===== config.mk =====
export PLATFORM = sky130hd
export DESIGN_NAME = lsu_mem_master
export DESIGN_NICKNAME = d
export VERILOG_FILES = /design/src/rtl/lsu_mem_master.sv
export SDC_FILE = /design/constraint.sdc
export NUM_CORES = 1
export LEC_CHECK = 0
export BUFFER_PORTS_ARGS = -buffer_cell sky130_fd_sc_hd__buf_2
export CORE_MARGIN = 3
export CORE_UTILIZATION = 43
export CTS_CLUSTER_SIZE = 20
export DETAILED_ROUTE_END_ITERATION = 10
export PLACE_DENSITY = 0.76
export SYNTH_ARGS = -nofsm -noshare
export SYNTH_HDL_FRONTEND = slang
export SYNTH_SLANG_ARGS = --single-unit

===== constraint.sdc =====
create_clock -name clock -period 1.65 [get_ports clock]
set_input_delay 0.165 -clock clock [delete_from_list [all_inputs] [get_ports clock]]
set_output_delay 0.165 -clock clock [all_outputs]
set_load 0.02 [all_outputs]

===== src/rtl/lsu_mem_master.sv =====
`default_nettype none
// ============================================================================
// Module      : lsu_mem_master
// Description : Load/store initiator for a single-port pmem interface.
//               Accepts one core request per valid/ready handshake, sequences
//               it through a wait-counter FSM, drives one-cycle read/write
//               strobes with byte lanes, and returns an extended load result.
//               Optional build macro: LSU_MISALIGN_CHECK_EN (when defined,
//               misaligned half/word requests are rejected with rsp_err).
// Revision    : 1.0 - initial release
// ============================================================================
module lsu_mem_master #(
    parameter int MEM_WAIT = 1
) (
    input  logic        clock,
    input  logic        reset,
    input  logic        req_valid,
    output logic        req_ready,
    input  logic        req_wen,
    input  logic [31:0] req_addr,
    input  logic [31:0] req_wdata,
    input  logic [1:0]  req_size,
    input  logic        req_unsigned,
    output logic        rsp_valid,
    input  logic        rsp_ready,
    output logic [31:0] rsp_rdata,
    output logic        rsp_err,
    output logic        mem_ren,
    output logic [31:0] mem_raddr,
    input  logic [31:0] mem_rdata,
    output logic        mem_wen,
    output logic [31:0] mem_waddr,
    output logic [31:0] mem_wdata,
    output logic [3:0]  mem_wstrb
);

    localparam logic [3:0] c_wait_last = 4'(MEM_WAIT);

    typedef enum logic [1:0] {
        S_IDLE   = 2'd0,
        S_ACCESS = 2'd1,
        S_RESP   = 2'd2
    } state_t;

    state_t      r_state;
    state_t      w_state_nxt;

    logic [3:0]  r_cnt;
    logic [31:0] r_addr;
    logic [31:0] r_wdata;
    logic [1:0]  r_size;
    logic        r_unsigned;
    logic        r_wen;
    logic [31:0] r_rdata;
    logic        r_err;

    logic        w_req_fire;
    logic        w_req_err;
    logic        w_last;
    logic        w_rd_strobe;
    logic        w_wr_strobe;
    logic [1:0]  w_off;
    logic [15:0] w_lane;
    logic [31:0] w_load_ext;
    logic [3:0]  w_strb;

    assign w_req_fire = req_valid && (r_state == S_IDLE);
    assign w_last     = (r_state == S_ACCESS) && (r_cnt == c_wait_last);

    // Classify an incoming request as illegal (size 3, or misaligned when checked)
    always_comb begin
        w_req_err = (req_size == 2'd3);
`ifdef LSU_MISALIGN_CHECK_EN
        if ((req_size == 2'd1) && req_addr[0])
            w_req_err = 1'b1;
        if ((req_size == 2'd2) && (req_addr[1:0] != 2'b00))
            w_req_err = 1'b1;
`else
        w_req_err = w_req_err;
`endif
    end

    // Byte offset within the word, masked to the natural alignment of the size
    always_comb begin
        w_off = 2'b00;
        case (r_size)
            2'd0:    w_off = r_addr[1:0];
            2'd1:    w_off = {r_addr[1], 1'b0};
            default: w_off = 2'b00;
        endcase
    end

    assign w_lane = 16'(mem_rdata >> {w_off, 3'b000});

    // Sign/zero extend the selected load lane to 32 bits
    always_comb begin
        w_load_ext = 32'd0;
        case (r_size)
            2'd0:    w_load_ext = {{24{~r_unsigned & w_lane[7]}},  w_lane[7:0]};
            2'd1:    w_load_ext = {{16{~r_unsigned & w_lane[15]}}, w_lane[15:0]};
            2'd2:    w_load_ext = mem_rdata;
            default: w_load_ext = 32'd0;
        endcase
    end

    // Byte-lane strobes for the captured store
    always_comb begin
        w_strb = 4'b0000;
        case (r_size)
            2'd0:    w_strb = 4'b0001 << w_off;
            2'd1:    w_strb = 4'b0011 << w_off;
            2'd2:    w_strb = 4'b1111;
            default: w_strb = 4'b0000;
        endcase
    end

    // Replicate store data into every lane it may land in
    always_comb begin
        mem_wdata = r_wdata;
        case (r_size)
            2'd0:    mem_wdata = {4{r_wdata[7:0]}};
            2'd1:    mem_wdata = {2{r_wdata[15:0]}};
            default: mem_wdata = r_wdata;
        endcase
    end

    // FSM state register
    always_ff @(posedge clock) begin
        if (reset)
            r_state <= S_IDLE;
        else
            r_state <= w_state_nxt;
    end

    // FSM next-state and handshake/strobe decode
    always_comb begin
        w_state_nxt = r_state;
        req_ready   = 1'b0;
        rsp_valid   = 1'b0;
        w_rd_strobe = 1'b0;
        w_wr_strobe = 1'b0;
        case (r_state)
            S_IDLE: begin
                req_ready = 1'b1;
                if (req_valid)
                    w_state_nxt = w_req_err ? S_RESP : S_ACCESS;
            end
            S_ACCESS: begin
                if (r_cnt == c_wait_last) begin
                    w_rd_strobe = ~r_wen;
                    w_wr_strobe = r_wen;
                    w_state_nxt = S_RESP;
                end
            end
            S_RESP: begin
                rsp_valid = 1'b1;
                if (rsp_ready)
                    w_state_nxt = S_IDLE;
            end
            default: w_state_nxt = S_IDLE;
        endcase
    end

    // Request capture, wait counter and response data registers
    always_ff @(posedge clock) begin
        if (reset) begin
            r_cnt      <= 4'd0;
            r_addr     <= 32'd0;
            r_wdata    <= 32'd0;
            r_size     <= 2'd0;
            r_unsigned <= 1'b0;
            r_wen      <= 1'b0;
            r_rdata    <= 32'd0;
            r_err      <= 1'b0;
        end else if (w_req_fire) begin
            r_cnt      <= 4'd0;
            r_addr     <= req_addr;
            r_wdata    <= req_wdata;
            r_size     <= req_size;
            r_unsigned <= req_unsigned;
            r_wen      <= req_wen;
            r_rdata    <= 32'd0;
            r_err      <= w_req_err;
        end else if (r_state == S_ACCESS) begin
            r_cnt <= r_cnt + 4'd1;
            if (w_last)
                r_rdata <= r_wen ? 32'd0 : w_load_ext;
        end else if ((r_state == S_RESP) && rsp_ready) begin
            r_rdata <= 32'd0;
            r_err   <= 1'b0;
        end
    end

    // Strobes are suppressed combinationally while reset is held
    assign mem_ren   = w_rd_strobe && !reset;
    assign mem_wen   = w_wr_strobe && !reset;
    assign mem_wstrb = mem_wen ? w_strb : 4'b0000;
    assign mem_raddr = {r_addr[31:2], 2'b00};
    assign mem_waddr = {r_addr[31:2], 2'b00};
    assign rsp_rdata = r_rdata;
    assign rsp_err   = r_err;

endmodule
`default_nettype wire

==> results.ini <==
[grt]
grt_start_max_net_pins=71
grt_first_pass_wirelength_mm=27.6
antenna_found_initial=0
grt.overflow.total=0
grt_pass1_vias=5344
grt_util_all_layers_pct=23.9

[logic_synthesis]
synth.top_cells.by_area=dfxtp_1 (38%), nand2_1 (12%), buf_4 (10%)
postSynth.asyncResetShare_pct=0
synth.ff_latch_count=107
synth.avg_cell_area_sq_um=8.02
yosysTopAreaCellShare_pct=38.4
ys_seq_area_share_pct=38.4
synth_most_common_cell=nand2_1
syn-instance-count=695
synth_flop_cell=dfxtp_1
yosys.area.top_type=dfxtp_1
synthDistinctLibCells=43
count_of_flip_flops_with_a_built_in_enable_after_synthesis=0
ys.warnings.count=0
post_synth_instance_area_sq_um=5580
synth_top_cells_by_count=nand2_1 (185), dfxtp_1 (107), a21oi_1 (100)

[placement]
port_buffers=236
hpwlAfterDp_mm=12.2
detailed_place.area_sq_um=6740
place_ws_ps=-93.5
post-place-cells=1031
gp_congestion=0.835

[critical_path]
worst_setup_path_startpoint=r_cnt[1]
crit_top_cell=buf_6
critical_path.max_stage_delay_ps=330
crit_type=flop to flop
critical_path_cell_list=inv_2, ha_4, nor3b_4, buf_6, buf_6, nand3b_1, buf_6, a21oi_4, buf_12, clkbuf_16, a21oi_2, a211oi_2
path_max_fanout=6
reg2reg_setup_slack_ps=-360
timing.critical_path.buf_inv=6
worst_setup_sp_type=flop
cp_slowest_cell=dfxtp_2
worstPathRequired_ps=1910
cp_top_family=buffers and inverters
endpoint_kind=flop
crit_path_arrival_time_ps=2280
regToRegStartpoint=r_cnt[1]

[clocking]
cts_num_sinks=107
cts_tree=yes
cts_max_path_buffers=2
cts.hold.buffers_added=0
cts.root.buffer_cell=clkbuf_16
tritoncts.num_buffers=9
clkSlewWorstSetupHoldPaths_ps=80
clkLatencyLatePin_ps=350
cts-htree-levels=3

[pwr]
p_per_area_nw_per_um2=844
p_leak_nw=3.60
power.ir.vdd_worst_mv=0.620

[floorplanning]
io-pin-count=241
row_count=40
floorplan.initialDensity_pct=45.1
core_area_sq_um=12400
die_outline_width_um=120
die_h_um=120
die-area_sq_um=14400

[outcome]
status=finished with violations
violations=negative setup slack

[timing]
fmaxAchievable_mhz=496
rsz0062_at_grt=true
fin_ws_ps=-364
max_transition_viols_final=0
skew_ps=5.91
finalSetupViolations=46
finalCriticalPeriod_ps=2010
fin_crit_sh_pct=122
final-hold-violation-count=0

[cells_and_area]
layout.cells.non_filler=1072
fillers=1025
final_layout_size_suffix_gt1_share_pct=49.2
multi_input_comb_area_sq_um=3240
layout-area-overhead-vs-synth_pct=45.0
design_area_sq_um=8090
ff_latch_area_sq_um=2150
num_antenna_cells=0
total_number_of_nets_in_the_final_design=1005

[min_path]
worstHoldPathType=input pin to flop
timing.hold.worst.start=req_wdata[19]

[drt]
routed_wirelength_mm=18.7
num_vias=5707
postRouteAntennaNets=0
first_pass_iters=4
drtIter0Drc=466
drcViolationCount=0
route.detailed.vias_per_inst=5.32
wire_per_inst_um=17.5

[job]
maxCapViolCount=0

[metal layers]
layer	vias up	share of wire [%]	track usage, %
met5	-	0	0
met3	36	8.1	6.36
met1	2693	38	28.4
met2	264	51	41.7
met4	0	2.2	7.87
li1	2714	-	-
[flip-flops by register name, indices dropped and copies added (netlist names)]
register	cells
r_size	2
r_wdata	32
r_cnt	4
r_unsigned	1
r_wen	1
rsp_err	1
rsp_rdata	32
r_state	2
r_addr	32
[through the flow]
step	hold WS [ps]	utilization (%)	power, W	TNS, ps
floorplan	301	-	0.00393	-647
global route	35.6	65.4	0.00713	-14590
detailed placement	410	54.6	0.00439	-1380
global placement	406	54.6	0.00437	-99.2
finish	43.5	65.4	0.00683	-10520
CTS	28.7	62.3	0.00676	-9550
[final cells by class]
cell class                      count  share of cell area [%]
Clock buffer                        9                    2.79
Clock inverter                      7                   0.928
Inverter                            5                   0.232
Multi-Input combinational cell    466                    40.1
Sequential cell                   107                    26.6
Tap cell                          168                    2.60
Timing Repair Buffer              310                    26.7
[worst register-to-register path, stage by stage (launching register included)]
cell,delay (ps)
dfxtp_2,330
inv_2,60
ha_4,110
nor3b_4,190
buf_6,130
buf_6,80
nand3b_1,140
buf_6,180
a21oi_4,160
buf_12,150
clkbuf_16,160
a21oi_2,40
a211oi_2,200
[worst paths after layout]
check | endpoint | depth (start not counted)
setup / recovery | rsp_rdata[14] | 12
hold / removal | r_wdata[19] | 3
setup reg to reg | rsp_rdata[14] | 12
hold reg to reg | rsp_rdata[1] | 2
[power by group]
| group | internal (W) | total, W | switching [W] |
|---|---|---|---|
| registers | 0.00271 | 0.00283 | 0.000115 |
| clock network | 0.00119 | 0.00221 | 0.00102 |
| logic | 0.000745 | 0.00179 | 0.00105 |
| total | 0.00465 | 0.00683 | 0.00218 |
[cells by family after synthesis]
kind of cell,share of synthesized area (%)
buffers and inverters,13.9
XOR/XNOR,0.471
flip-flops,38.4
AND/OR/NAND/NOR,16.8
other,0.0673
multiplexers,8.80
AO/OA/AOI/OAI,21.1
adder cells (fa/ha/maj),0.449
[what timing repair did]
item	in CTS	in global routing
setup endpoints to repair	51	56
resized for setup	99	76
cloned	5	1
setup buffers	17	7
pin swaps	22	29
endpoints found under the hold margin	0	0
[cell usage in the layout (no fill, tap or decap), drive strengths merged, types with 2 or more instances in the layout]
cell      n
nor2b     5
nand2   185
ha        2
a211oi   26
clkbuf   10
o21ai    15
conb      4
a22oi    23
a21oi   101
mux2i    31
a221oi   11
inv       7
nand3     2
clkinv    4
dfxtp   107
buf     309
nor2     22
nor3b     2
xor2      2
nor3      4
nand3b    2
mux2     16
No activity file was read; power rests on OpenSTA's default activity.
